### config.mk
export PLATFORM = sky130hd
export DESIGN_NAME = tile_dim_router_flat
export DESIGN_NICKNAME = d
export VERILOG_FILES = /design/src/rtl/tile_dim_router_if.sv /design/src/rtl/tile_dim_router.sv /design/src/flat_wrapper.sv
export SDC_FILE = /design/constraint.sdc
export NUM_CORES = 2
export LEC_CHECK = 0
export BUFFER_PORTS_ARGS = -buffer_cell sky130_fd_sc_hd__clkbuf_2
export CORE_MARGIN = 1
export CORE_UTILIZATION = 40
export CTS_BUF_LIST = sky130_fd_sc_hd__clkbuf_16
export CTS_CLUSTER_DIAMETER = 50
export CTS_CLUSTER_SIZE = 25
export DETAILED_ROUTE_END_ITERATION = 12
export SLEW_MARGIN = 5
export SYNTH_ARGS = -nofsm -noshare
export SYNTH_HDL_FRONTEND = slang
export SYNTH_SLANG_ARGS = --single-unit
export TNS_END_PERCENT = 100
### constraint.sdc
create_clock -name clk -period 8.6 [get_ports clk]
set_input_delay 0.86 -clock clk [delete_from_list [all_inputs] [get_ports clk]]
set_output_delay 0.86 -clock clk [all_outputs]
set_load 0.02 [all_outputs]
### src/rtl/tile_dim_router_if.sv
// tile_dim_router_if
//   Bundles every link of one mesh axis hop: the LO/HI input links, the LO/HI
//   output links, the local inject port, the local eject port and the
//   almost-full flags. A flit is {tgt[4:0], payload[DW-1:0]}.
//   modport slave  : the router side (consumes inputs, drives outputs)
//   modport master : the environment side (neighbours and local tile)
interface tile_dim_router_if #(
  parameter int DW = 64
) ();
  localparam int FW = DW + 5;

  logic          lo_in_valid;
  logic          lo_in_ready;
  logic [FW-1:0] lo_in_flit;
  logic          hi_in_valid;
  logic          hi_in_ready;
  logic [FW-1:0] hi_in_flit;
  logic          lo_out_valid;
  logic          lo_out_ready;
  logic [FW-1:0] lo_out_flit;
  logic          hi_out_valid;
  logic          hi_out_ready;
  logic [FW-1:0] hi_out_flit;
  logic          inj_valid;
  logic          inj_ready;
  logic [4:0]    inj_tgt;
  logic [DW-1:0] inj_data;
  logic          ej_valid;
  logic          ej_ready;
  logic [DW-1:0] ej_data;
  logic [1:0]    ej_src;
  logic [1:0]    almost_full;

  modport slave (
    input  lo_in_valid, lo_in_flit, hi_in_valid, hi_in_flit,
    input  lo_out_ready, hi_out_ready, inj_valid, inj_tgt, inj_data, ej_ready,
    output lo_in_ready, hi_in_ready, lo_out_valid, lo_out_flit,
    output hi_out_valid, hi_out_flit, inj_ready, ej_valid, ej_data, ej_src,
    output almost_full
  );

  modport master (
    output lo_in_valid, lo_in_flit, hi_in_valid, hi_in_flit,
    output lo_out_ready, hi_out_ready, inj_valid, inj_tgt, inj_data, ej_ready,
    input  lo_in_ready, hi_in_ready, lo_out_valid, lo_out_flit,
    input  hi_out_valid, hi_out_flit, inj_ready, ej_valid, ej_data, ej_src,
    input  almost_full
  );
endinterface

### src/rtl/tile_dim_router.sv
// tile_dim_router
//   One-axis mesh hop for a tile. Each input link (LO, HI) has a DEPTH-entry
//   buffer; its head either ejects to the local tile (tgt == TILE_COORD) or
//   passes straight through to the opposite output. The local inject port is
//   routed by comparing its target with TILE_COORD. Each output (lo_out,
//   hi_out, ej) is a single register slot fed by a round-robin arbiter.
// Ports
//   clk  : rising-edge clock
//   rst  : asynchronous reset, active low
//   bus  : tile_dim_router_if.slave carrying all links (see interface file)
// Internal index convention: 0 = LO side, 1 = HI side. Input buffer i
// forwards to output (1-i); output d is fed by buffer (1-d).
module tile_dim_router #(
  parameter int TILE_COORD = 0,
  parameter int DW         = 64,
  parameter int DEPTH      = 8,
  parameter int AF_LVL     = 6
) (
  input logic              clk,
  input logic              rst,
  tile_dim_router_if.slave bus
);
  localparam int FW = DW + 5;
  localparam int AW = $clog2(DEPTH);
  localparam int CW = AW + 1;
  localparam logic [4:0]    TC_C    = 5'(TILE_COORD);
  localparam logic [CW-1:0] DEPTH_C = CW'(DEPTH);
  localparam logic [CW-1:0] AF_C    = CW'(AF_LVL);

  // Three-way round-robin pick: ptr names the source with top priority.
  function automatic logic [2:0] rr_pick3(input logic [2:0] req, input logic [1:0] ptr);
    logic [2:0] gnt;
    case (ptr)
      2'd1:    gnt = req[1] ? 3'b010 : (req[2] ? 3'b100 : (req[0] ? 3'b001 : 3'b000));
      2'd2:    gnt = req[2] ? 3'b100 : (req[0] ? 3'b001 : (req[1] ? 3'b010 : 3'b000));
      default: gnt = req[0] ? 3'b001 : (req[1] ? 3'b010 : (req[2] ? 3'b100 : 3'b000));
    endcase
    return gnt;
  endfunction

  // Input-buffer state
  logic [FW-1:0] mem_r     [2][DEPTH];
  logic [AW-1:0] wr_ptr_r  [2];
  logic [AW-1:0] rd_ptr_r  [2];
  logic [CW-1:0] cnt_r     [2];
  logic [CW-1:0] cnt_nxt_s [2];
  logic [FW-1:0] in_flit_s [2];
  logic [FW-1:0] head_s    [2];
  logic [1:0]    in_valid_s, in_rdy_r, af_r, push_s, pop_s;
  logic [1:0]    head_vld_s, head_ej_s;

  // Output-stage state
  logic [1:0]    out_vld_r, out_rdy_s, out_free_s, rr_r;
  logic [FW-1:0] out_flit_r [2];
  logic [1:0]    breq_s, ireq_s, gnt_b_s, gnt_i_s;
  logic          ej_vld_r, ej_free_s;
  logic [DW-1:0] ej_data_r;
  logic [1:0]    ej_src_r, ej_rr_r, ej_sel_s;
  logic [2:0]    ej_req_s, ej_gnt_s;
  logic [FW-1:0] inj_flit_s;

  assign in_valid_s   = {bus.hi_in_valid, bus.lo_in_valid};
  assign in_flit_s[0] = bus.lo_in_flit;
  assign in_flit_s[1] = bus.hi_in_flit;
  assign out_rdy_s    = {bus.hi_out_ready, bus.lo_out_ready};
  assign inj_flit_s   = {bus.inj_tgt, bus.inj_data};

  // Buffer heads, routing decisions and occupancy bookkeeping
  always_comb begin
    for (int i = 0; i < 2; i++) begin
      head_s[i]     = mem_r[i][rd_ptr_r[i]];
      head_vld_s[i] = (cnt_r[i] != '0);
      head_ej_s[i]  = (head_s[i][FW-1:DW] == TC_C);
      push_s[i]     = in_valid_s[i] & in_rdy_r[i];
      pop_s[i]      = gnt_b_s[1-i] | ej_gnt_s[i];
      cnt_nxt_s[i]  = cnt_r[i] + {{AW{1'b0}}, push_s[i]} - {{AW{1'b0}}, pop_s[i]};
    end
  end

  // Link-output arbitration: through-buffer head vs. inject, RR bit breaks ties
  always_comb begin
    ireq_s[0] = bus.inj_valid & (bus.inj_tgt < TC_C);
    ireq_s[1] = bus.inj_valid & (bus.inj_tgt > TC_C);
    for (int d = 0; d < 2; d++) begin
      out_free_s[d] = ~out_vld_r[d] | out_rdy_s[d];
      breq_s[d]     = head_vld_s[1-d] & ~head_ej_s[1-d];
      gnt_b_s[d]    = 1'b0;
      gnt_i_s[d]    = 1'b0;
      if (out_free_s[d]) begin
        if (breq_s[d] && ireq_s[d]) begin
          gnt_i_s[d] = rr_r[d];
          gnt_b_s[d] = ~rr_r[d];
        end else begin
          gnt_b_s[d] = breq_s[d];
          gnt_i_s[d] = ireq_s[d];
        end
      end else begin
        gnt_b_s[d] = 1'b0;
      end
    end
  end

  // Eject arbitration across LO head, HI head and inject loopback
  always_comb begin
    ej_free_s = ~ej_vld_r | bus.ej_ready;
    ej_req_s  = {bus.inj_valid & (bus.inj_tgt == TC_C),
                 head_vld_s[1] & head_ej_s[1],
                 head_vld_s[0] & head_ej_s[0]};
    if (ej_free_s) begin
      ej_gnt_s = rr_pick3(ej_req_s, ej_rr_r);
    end else begin
      ej_gnt_s = 3'b000;
    end
    if (ej_gnt_s[1]) begin
      ej_sel_s = 2'd1;
    end else if (ej_gnt_s[2]) begin
      ej_sel_s = 2'd2;
    end else begin
      ej_sel_s = 2'd0;
    end
  end

  // Buffer storage; contents need no reset because count gates the head
  always_ff @(posedge clk) begin
    for (int i = 0; i < 2; i++) begin
      if (push_s[i]) mem_r[i][wr_ptr_r[i]] <= in_flit_s[i];
    end
  end

  // Buffer pointers, occupancy and registered ready/almost-full flags
  always_ff @(posedge clk or negedge rst) begin
    if (!rst) begin
      for (int i = 0; i < 2; i++) begin
        wr_ptr_r[i] <= '0;
        rd_ptr_r[i] <= '0;
        cnt_r[i]    <= '0;
      end
      in_rdy_r <= 2'b11;
      af_r     <= 2'b00;
    end else begin
      for (int i = 0; i < 2; i++) begin
        if (push_s[i]) wr_ptr_r[i] <= wr_ptr_r[i] + AW'(1);
        if (pop_s[i])  rd_ptr_r[i] <= rd_ptr_r[i] + AW'(1);
        cnt_r[i]    <= cnt_nxt_s[i];
        in_rdy_r[i] <= (cnt_nxt_s[i] < DEPTH_C);
        af_r[i]     <= (cnt_nxt_s[i] >= AF_C);
      end
    end
  end

  // Link output registers and their RR bits (flip to the loser when contested)
  always_ff @(posedge clk or negedge rst) begin
    if (!rst) begin
      out_vld_r     <= 2'b00;
      rr_r          <= 2'b00;
      out_flit_r[0] <= '0;
      out_flit_r[1] <= '0;
    end else begin
      for (int d = 0; d < 2; d++) begin
        if (gnt_b_s[d]) begin
          out_vld_r[d]  <= 1'b1;
          out_flit_r[d] <= head_s[1-d];
        end else if (gnt_i_s[d]) begin
          out_vld_r[d]  <= 1'b1;
          out_flit_r[d] <= inj_flit_s;
        end else if (out_rdy_s[d]) begin
          out_vld_r[d]  <= 1'b0;
        end
        if (gnt_b_s[d] && ireq_s[d]) begin
          rr_r[d] <= 1'b1;
        end else if (gnt_i_s[d] && breq_s[d]) begin
          rr_r[d] <= 1'b0;
        end
      end
    end
  end

  // Eject register; the granted source drops to lowest priority
  always_ff @(posedge clk or negedge rst) begin
    if (!rst) begin
      ej_vld_r  <= 1'b0;
      ej_data_r <= '0;
      ej_src_r  <= 2'd0;
      ej_rr_r   <= 2'd0;
    end else if (|ej_gnt_s) begin
      ej_vld_r <= 1'b1;
      ej_src_r <= ej_sel_s;
      ej_rr_r  <= (ej_sel_s == 2'd2) ? 2'd0 : ej_sel_s + 2'd1;
      case (ej_sel_s)
        2'd0:    ej_data_r <= head_s[0][DW-1:0];
        2'd1:    ej_data_r <= head_s[1][DW-1:0];
        default: ej_data_r <= bus.inj_data;
      endcase
    end else if (bus.ej_ready) begin
      ej_vld_r <= 1'b0;
    end
  end

  assign bus.lo_in_ready  = in_rdy_r[0];
  assign bus.hi_in_ready  = in_rdy_r[1];
  assign bus.almost_full  = af_r;
  assign bus.lo_out_valid = out_vld_r[0];
  assign bus.lo_out_flit  = out_flit_r[0];
  assign bus.hi_out_valid = out_vld_r[1];
  assign bus.hi_out_flit  = out_flit_r[1];
  assign bus.inj_ready    = gnt_i_s[0] | gnt_i_s[1] | ej_gnt_s[2];
  assign bus.ej_valid     = ej_vld_r;
  assign bus.ej_data      = ej_data_r;
  assign bus.ej_src       = ej_src_r;
endmodule
### src/flat_wrapper.sv
// flat-port wrapper written by rule: the top's interface ports become plain ports
module tile_dim_router_flat 
#(
  parameter int TILE_COORD = 0,
  parameter int DW         = 64,
  parameter int DEPTH      = 8,
  parameter int AF_LVL     = 6
)
  (clk, rst, bus_lo_in_valid, bus_lo_in_flit, bus_hi_in_valid, bus_hi_in_flit, bus_lo_out_ready, bus_hi_out_ready, bus_inj_valid, bus_inj_tgt, bus_inj_data, bus_ej_ready, bus_lo_in_ready, bus_hi_in_ready, bus_lo_out_valid, bus_lo_out_flit, bus_hi_out_valid, bus_hi_out_flit, bus_inj_ready, bus_ej_valid, bus_ej_data, bus_ej_src, bus_almost_full);
  tile_dim_router_if #(.DW(DW)) bus_i ();
  input logic clk;
  input logic rst;
  input wire logic [$bits(bus_i.lo_in_valid)-1:0] bus_lo_in_valid;
  input wire logic [$bits(bus_i.lo_in_flit)-1:0] bus_lo_in_flit;
  input wire logic [$bits(bus_i.hi_in_valid)-1:0] bus_hi_in_valid;
  input wire logic [$bits(bus_i.hi_in_flit)-1:0] bus_hi_in_flit;
  input wire logic [$bits(bus_i.lo_out_ready)-1:0] bus_lo_out_ready;
  input wire logic [$bits(bus_i.hi_out_ready)-1:0] bus_hi_out_ready;
  input wire logic [$bits(bus_i.inj_valid)-1:0] bus_inj_valid;
  input wire logic [$bits(bus_i.inj_tgt)-1:0] bus_inj_tgt;
  input wire logic [$bits(bus_i.inj_data)-1:0] bus_inj_data;
  input wire logic [$bits(bus_i.ej_ready)-1:0] bus_ej_ready;
  output wire logic [$bits(bus_i.lo_in_ready)-1:0] bus_lo_in_ready;
  output wire logic [$bits(bus_i.hi_in_ready)-1:0] bus_hi_in_ready;
  output wire logic [$bits(bus_i.lo_out_valid)-1:0] bus_lo_out_valid;
  output wire logic [$bits(bus_i.lo_out_flit)-1:0] bus_lo_out_flit;
  output wire logic [$bits(bus_i.hi_out_valid)-1:0] bus_hi_out_valid;
  output wire logic [$bits(bus_i.hi_out_flit)-1:0] bus_hi_out_flit;
  output wire logic [$bits(bus_i.inj_ready)-1:0] bus_inj_ready;
  output wire logic [$bits(bus_i.ej_valid)-1:0] bus_ej_valid;
  output wire logic [$bits(bus_i.ej_data)-1:0] bus_ej_data;
  output wire logic [$bits(bus_i.ej_src)-1:0] bus_ej_src;
  output wire logic [$bits(bus_i.almost_full)-1:0] bus_almost_full;
  assign bus_i.lo_in_valid = bus_lo_in_valid;
  assign bus_i.lo_in_flit = bus_lo_in_flit;
  assign bus_i.hi_in_valid = bus_hi_in_valid;
  assign bus_i.hi_in_flit = bus_hi_in_flit;
  assign bus_i.lo_out_ready = bus_lo_out_ready;
  assign bus_i.hi_out_ready = bus_hi_out_ready;
  assign bus_i.inj_valid = bus_inj_valid;
  assign bus_i.inj_tgt = bus_inj_tgt;
  assign bus_i.inj_data = bus_inj_data;
  assign bus_i.ej_ready = bus_ej_ready;
  assign bus_lo_in_ready = bus_i.lo_in_ready;
  assign bus_hi_in_ready = bus_i.hi_in_ready;
  assign bus_lo_out_valid = bus_i.lo_out_valid;
  assign bus_lo_out_flit = bus_i.lo_out_flit;
  assign bus_hi_out_valid = bus_i.hi_out_valid;
  assign bus_hi_out_flit = bus_i.hi_out_flit;
  assign bus_inj_ready = bus_i.inj_ready;
  assign bus_ej_valid = bus_i.ej_valid;
  assign bus_ej_data = bus_i.ej_data;
  assign bus_ej_src = bus_i.ej_src;
  assign bus_almost_full = bus_i.almost_full;
  tile_dim_router #(.TILE_COORD(TILE_COORD), .DW(DW), .DEPTH(DEPTH), .AF_LVL(AF_LVL)) u_core (.clk(clk), .rst(rst), .bus(bus_i));
endmodule
==> impl_metrics.ini <==
[status]
status = completed

[critical_path]
cp_slowest_cell = o21a_4
path_class = register to register
rrSetupSlack_ns = 2.79
worst-path-max-fanout = 67
cp-end-kind = register
crit_required_ns = 9.22
cp_cell_sequence = buf_4 -> mux4_2 -> mux2i_1 -> and3_1 -> a31oi_1 -> nand3_4 -> o21a_4 -> nand2b_4 -> mux2_4
cp-start-kind = register
critical_path.max_stage_delay_ns = 0.88
arrival_ns = 6.43

[timing]
grt_setup_unrepaired = false
setup_violations = 0
setup_slack_ns = 2.794
slew_viol_final = 0
setup_tns_ns = 0
period_needed_ns = 5.806
fin_worst_skew_ns = 0.03794
period_share = 0.6751
tightest_slew_ns = 1.133
hold_violations = 0
slew_headroom = 0.2447
fmax_mhz = 172.3

[drt]
detail_route.drc_violations = 0
vias = 27100
routed_wl_um = 136700
drtPass1Iterations = 6
drt_iter0_drc = 2652
antenna_left = 0
wl_per_cell_um = 27.78
via_per_inst = 5.507

[synth]
syn_area_um2 = 51820
synth_ff_type = edfxtp_1
ys_seq_area_frac = 0.7527
yosys_warnings = 0
ys_ff_latch = 1338
synth_fp_nets = 2861
syn_area_per_cell_um2 = 19.72
yosysUniqueCellTypes = 48
synth-async-reset-ratio = 0.1749
syn-instance-count = 2628
synth_edf_count = 1104

[cells_and_area]
final_cells = 4921
drive_gt1_frac = 0.3457
syn2layout_area_growth_pct = 16.41
layout.nets = 3309

[clocking]
cts_setup_buffers = 0
clock_latency_ns = 0.75
clockBufferDepth = 3
cts_hold_buf = 0
htreeDepth = 3
cts.sinks = 1338
cts_tree = built
cts-buffers-inserted = 121
clk_pin_slew_worst_paths_ns = 0.07
cts.repair.resized = 0
cts-root-buf = clkbuf_16

[power]
power_w = 0.02159
ir_worst_vdd_v = 0.0001996
power.leakage_nw = 21.03
p_per_area_nw_per_um2 = 357.8

[die]
core_um2 = 128000
rows = 131
initial_core_util = 0.4048
io_pins = 427
dieArea_um2 = 131000
die_y_um = 361.9
die_w_um = 361.9

[grt]
grt_usage = 0.2073
grt_remaining_overflow = 0
grt_pass1_wl_um = 195400
grt_max_degree = 146
antenna_found_initial = 43
grt_pass1_vias = 27391

[placement]
port-buffer-count = 426
dp_hpwl_um = 86350
place.gp.congestion = 0.9228
post-place-ws_ns = 2.734
place_inst = 4682

[worst_hold_path]
hp-class = input pin to async pin

[run]
maxCapViolations = 0
-- cells in the final DEF (no fill, tap or decap), types with 33 or more instances in the layout --
cell       count
buf_4         49
nor2_1        70
nand2_1      152
a21oi_1       44
a221oi_1      36
mux2i_1      137
dfrtp_1      226
mux4_2       276
clkbuf_2     425
clkbuf_16    123
mux2_2        86
o21ai_0      135
inv_1         33
nor3_1        37
edfxtp_1    1104
-- metal layers --
layer,global-route usage,wire length (um)
met1,0.2989,59810
met2,0.3004,60450
met3,0.06489,13050
met4,0.06281,3147
met5,0,259
-- Yosys cell counts, types with 3 or more instances --
library cell / count / area, um^2
a211oi_1: 8 / 60.06
a21o_1: 4 / 30.03
a21oi_1: 44 / 220.2
a221o_1: 27 / 270.3
a221oi_1: 37 / 324.1
and2_1: 5 / 31.28
and3_1: 3 / 18.77
buf_1: 33 / 123.9
buf_2: 44 / 220.2
buf_4: 3 / 22.52
buf_6: 6 / 67.56
clkbuf_1: 65 / 244.0
dfrtp_1: 232 / 5806
edfxtp_1: 1104 / 33150
ha_1: 16 / 200.2
inv_1: 23 / 86.33
mux2_2: 86 / 968.4
mux2_4: 10 / 150.1
mux2i_1: 137 / 1371
mux4_2: 276 / 6216
nand2_1: 152 / 570.6
nand2b_1: 7 / 43.79
nand3_1: 3 / 15.01
nor2_1: 79 / 296.5
nor2b_1: 9 / 56.30
nor3_1: 43 / 215.2
o21ai_0: 136 / 680.7
xnor2_1: 8 / 70.07
xor2_1: 4 / 35.03
-- layout make-up --
cell class | count | area, um^2
Multi-Input combinational cell | 1116 | 12250
Antenna cell | 10 | 25.02
Clock inverter | 106 | 1165
Fill cell | 10597 | 67680
Clock buffer | 123 | 3078
Timing Repair Buffer | 476 | 2530
Sequential cell | 1338 | 39030
Tap cell | 1729 | 2163
Inverter | 23 | 86.33
-- logic make-up (layout without fill, tap and decap cells) --
| group | Yosys count | after routing | synth area share |
|---|---|---|---|
| flip-flops | 1338 | 1338 | 0.7527 |
| multiplexers | 509 | 509 | 0.1680 |
| other | 0 | 10 | 0 |
| AO/OA/AOI/OAI | 266 | 266 | 0.03242 |
| AND/OR/NAND/NOR | 311 | 311 | 0.02545 |
| XOR/XNOR | 12 | 12 | 0.002028 |
| adder cells (fa/ha/maj) | 18 | 18 | 0.004635 |
| buffers and inverters | 174 | 728 | 0.01475 |
-- state kept, by name (all words and copies together), names as in the netlist --
signal	flops
u_core.bus.hi_out_flit	69
u_core.bus.ej_data	64
u_core.bus.ej_src	2
u_core.bus.ej_valid	1
u_core.bus.almost_full	2
u_core.mem_r	1104
u_core.out_vld_r	2
u_core.wr_ptr_r	6
u_core.bus.lo_out_flit	69
u_core.rr_r	1
u_core.ej_rr_r	2
u_core.cnt_r	8
u_core.rd_ptr_r	6
u_core.in_rdy_r	2
-- final timing paths --
check / to / from / depth (start not counted)
worst max-delay path: u_core.bus.ej_data[51]$_DFFE_PN0P_ / u_core.rd_ptr_r[4]$_DFFE_PN0N_ / 9
worst min-delay path: u_core.bus.ej_data[0]$_DFFE_PN0P_ / rst / 1
worst max register to register: u_core.bus.ej_data[51]$_DFFE_PN0P_ / u_core.rd_ptr_r[4]$_DFFE_PN0N_ / 9
worst min register to register: u_core.bus.lo_out_flit[45]$_DFFE_PN0P_ / u_core.bus.lo_out_flit[45]$_DFFE_PN0P_ / 2
max in group asynchronous: u_core.rd_ptr_r[1]$_DFFE_PN0N_ / rst / 2
min in group clk: u_core.mem_r[0][426]$_DFFE_PP_ / bus_lo_in_flit[12] / 1
-- critical path: cells and delay by family (launching register included) --
| kind | cells | cell delay [ns] |
|---|---|---|
| AOI/OAI and AO/OA | 2 | 1.12 |
| buffers and inverters | 1 | 0.77 |
| DFF | 1 | 0.51 |
| muxes | 3 | 1.41 |
| and+or+nand+nor | 3 | 1.73 |
-- where the power goes --
group	switching, W	internal, W
Combinational	0.00405	0.00285
Clock	0.00262	0.00305
Sequential	0.000869	0.00815
Total	0.00754	0.0140
-- through the flow --
stage	area, um^2	util	hold slack (ns)
floorplan	51820	-	0.4879
global placement	56060	0.4379	0.4683
detailed placement	56060	0.4379	0.4735
CTS	60300	0.4711	0.1583
global route	60320	0.4712	0.2146
finish	60330	0.4713	0.1737
Note: power is estimated with default switching activity, not from simulation.
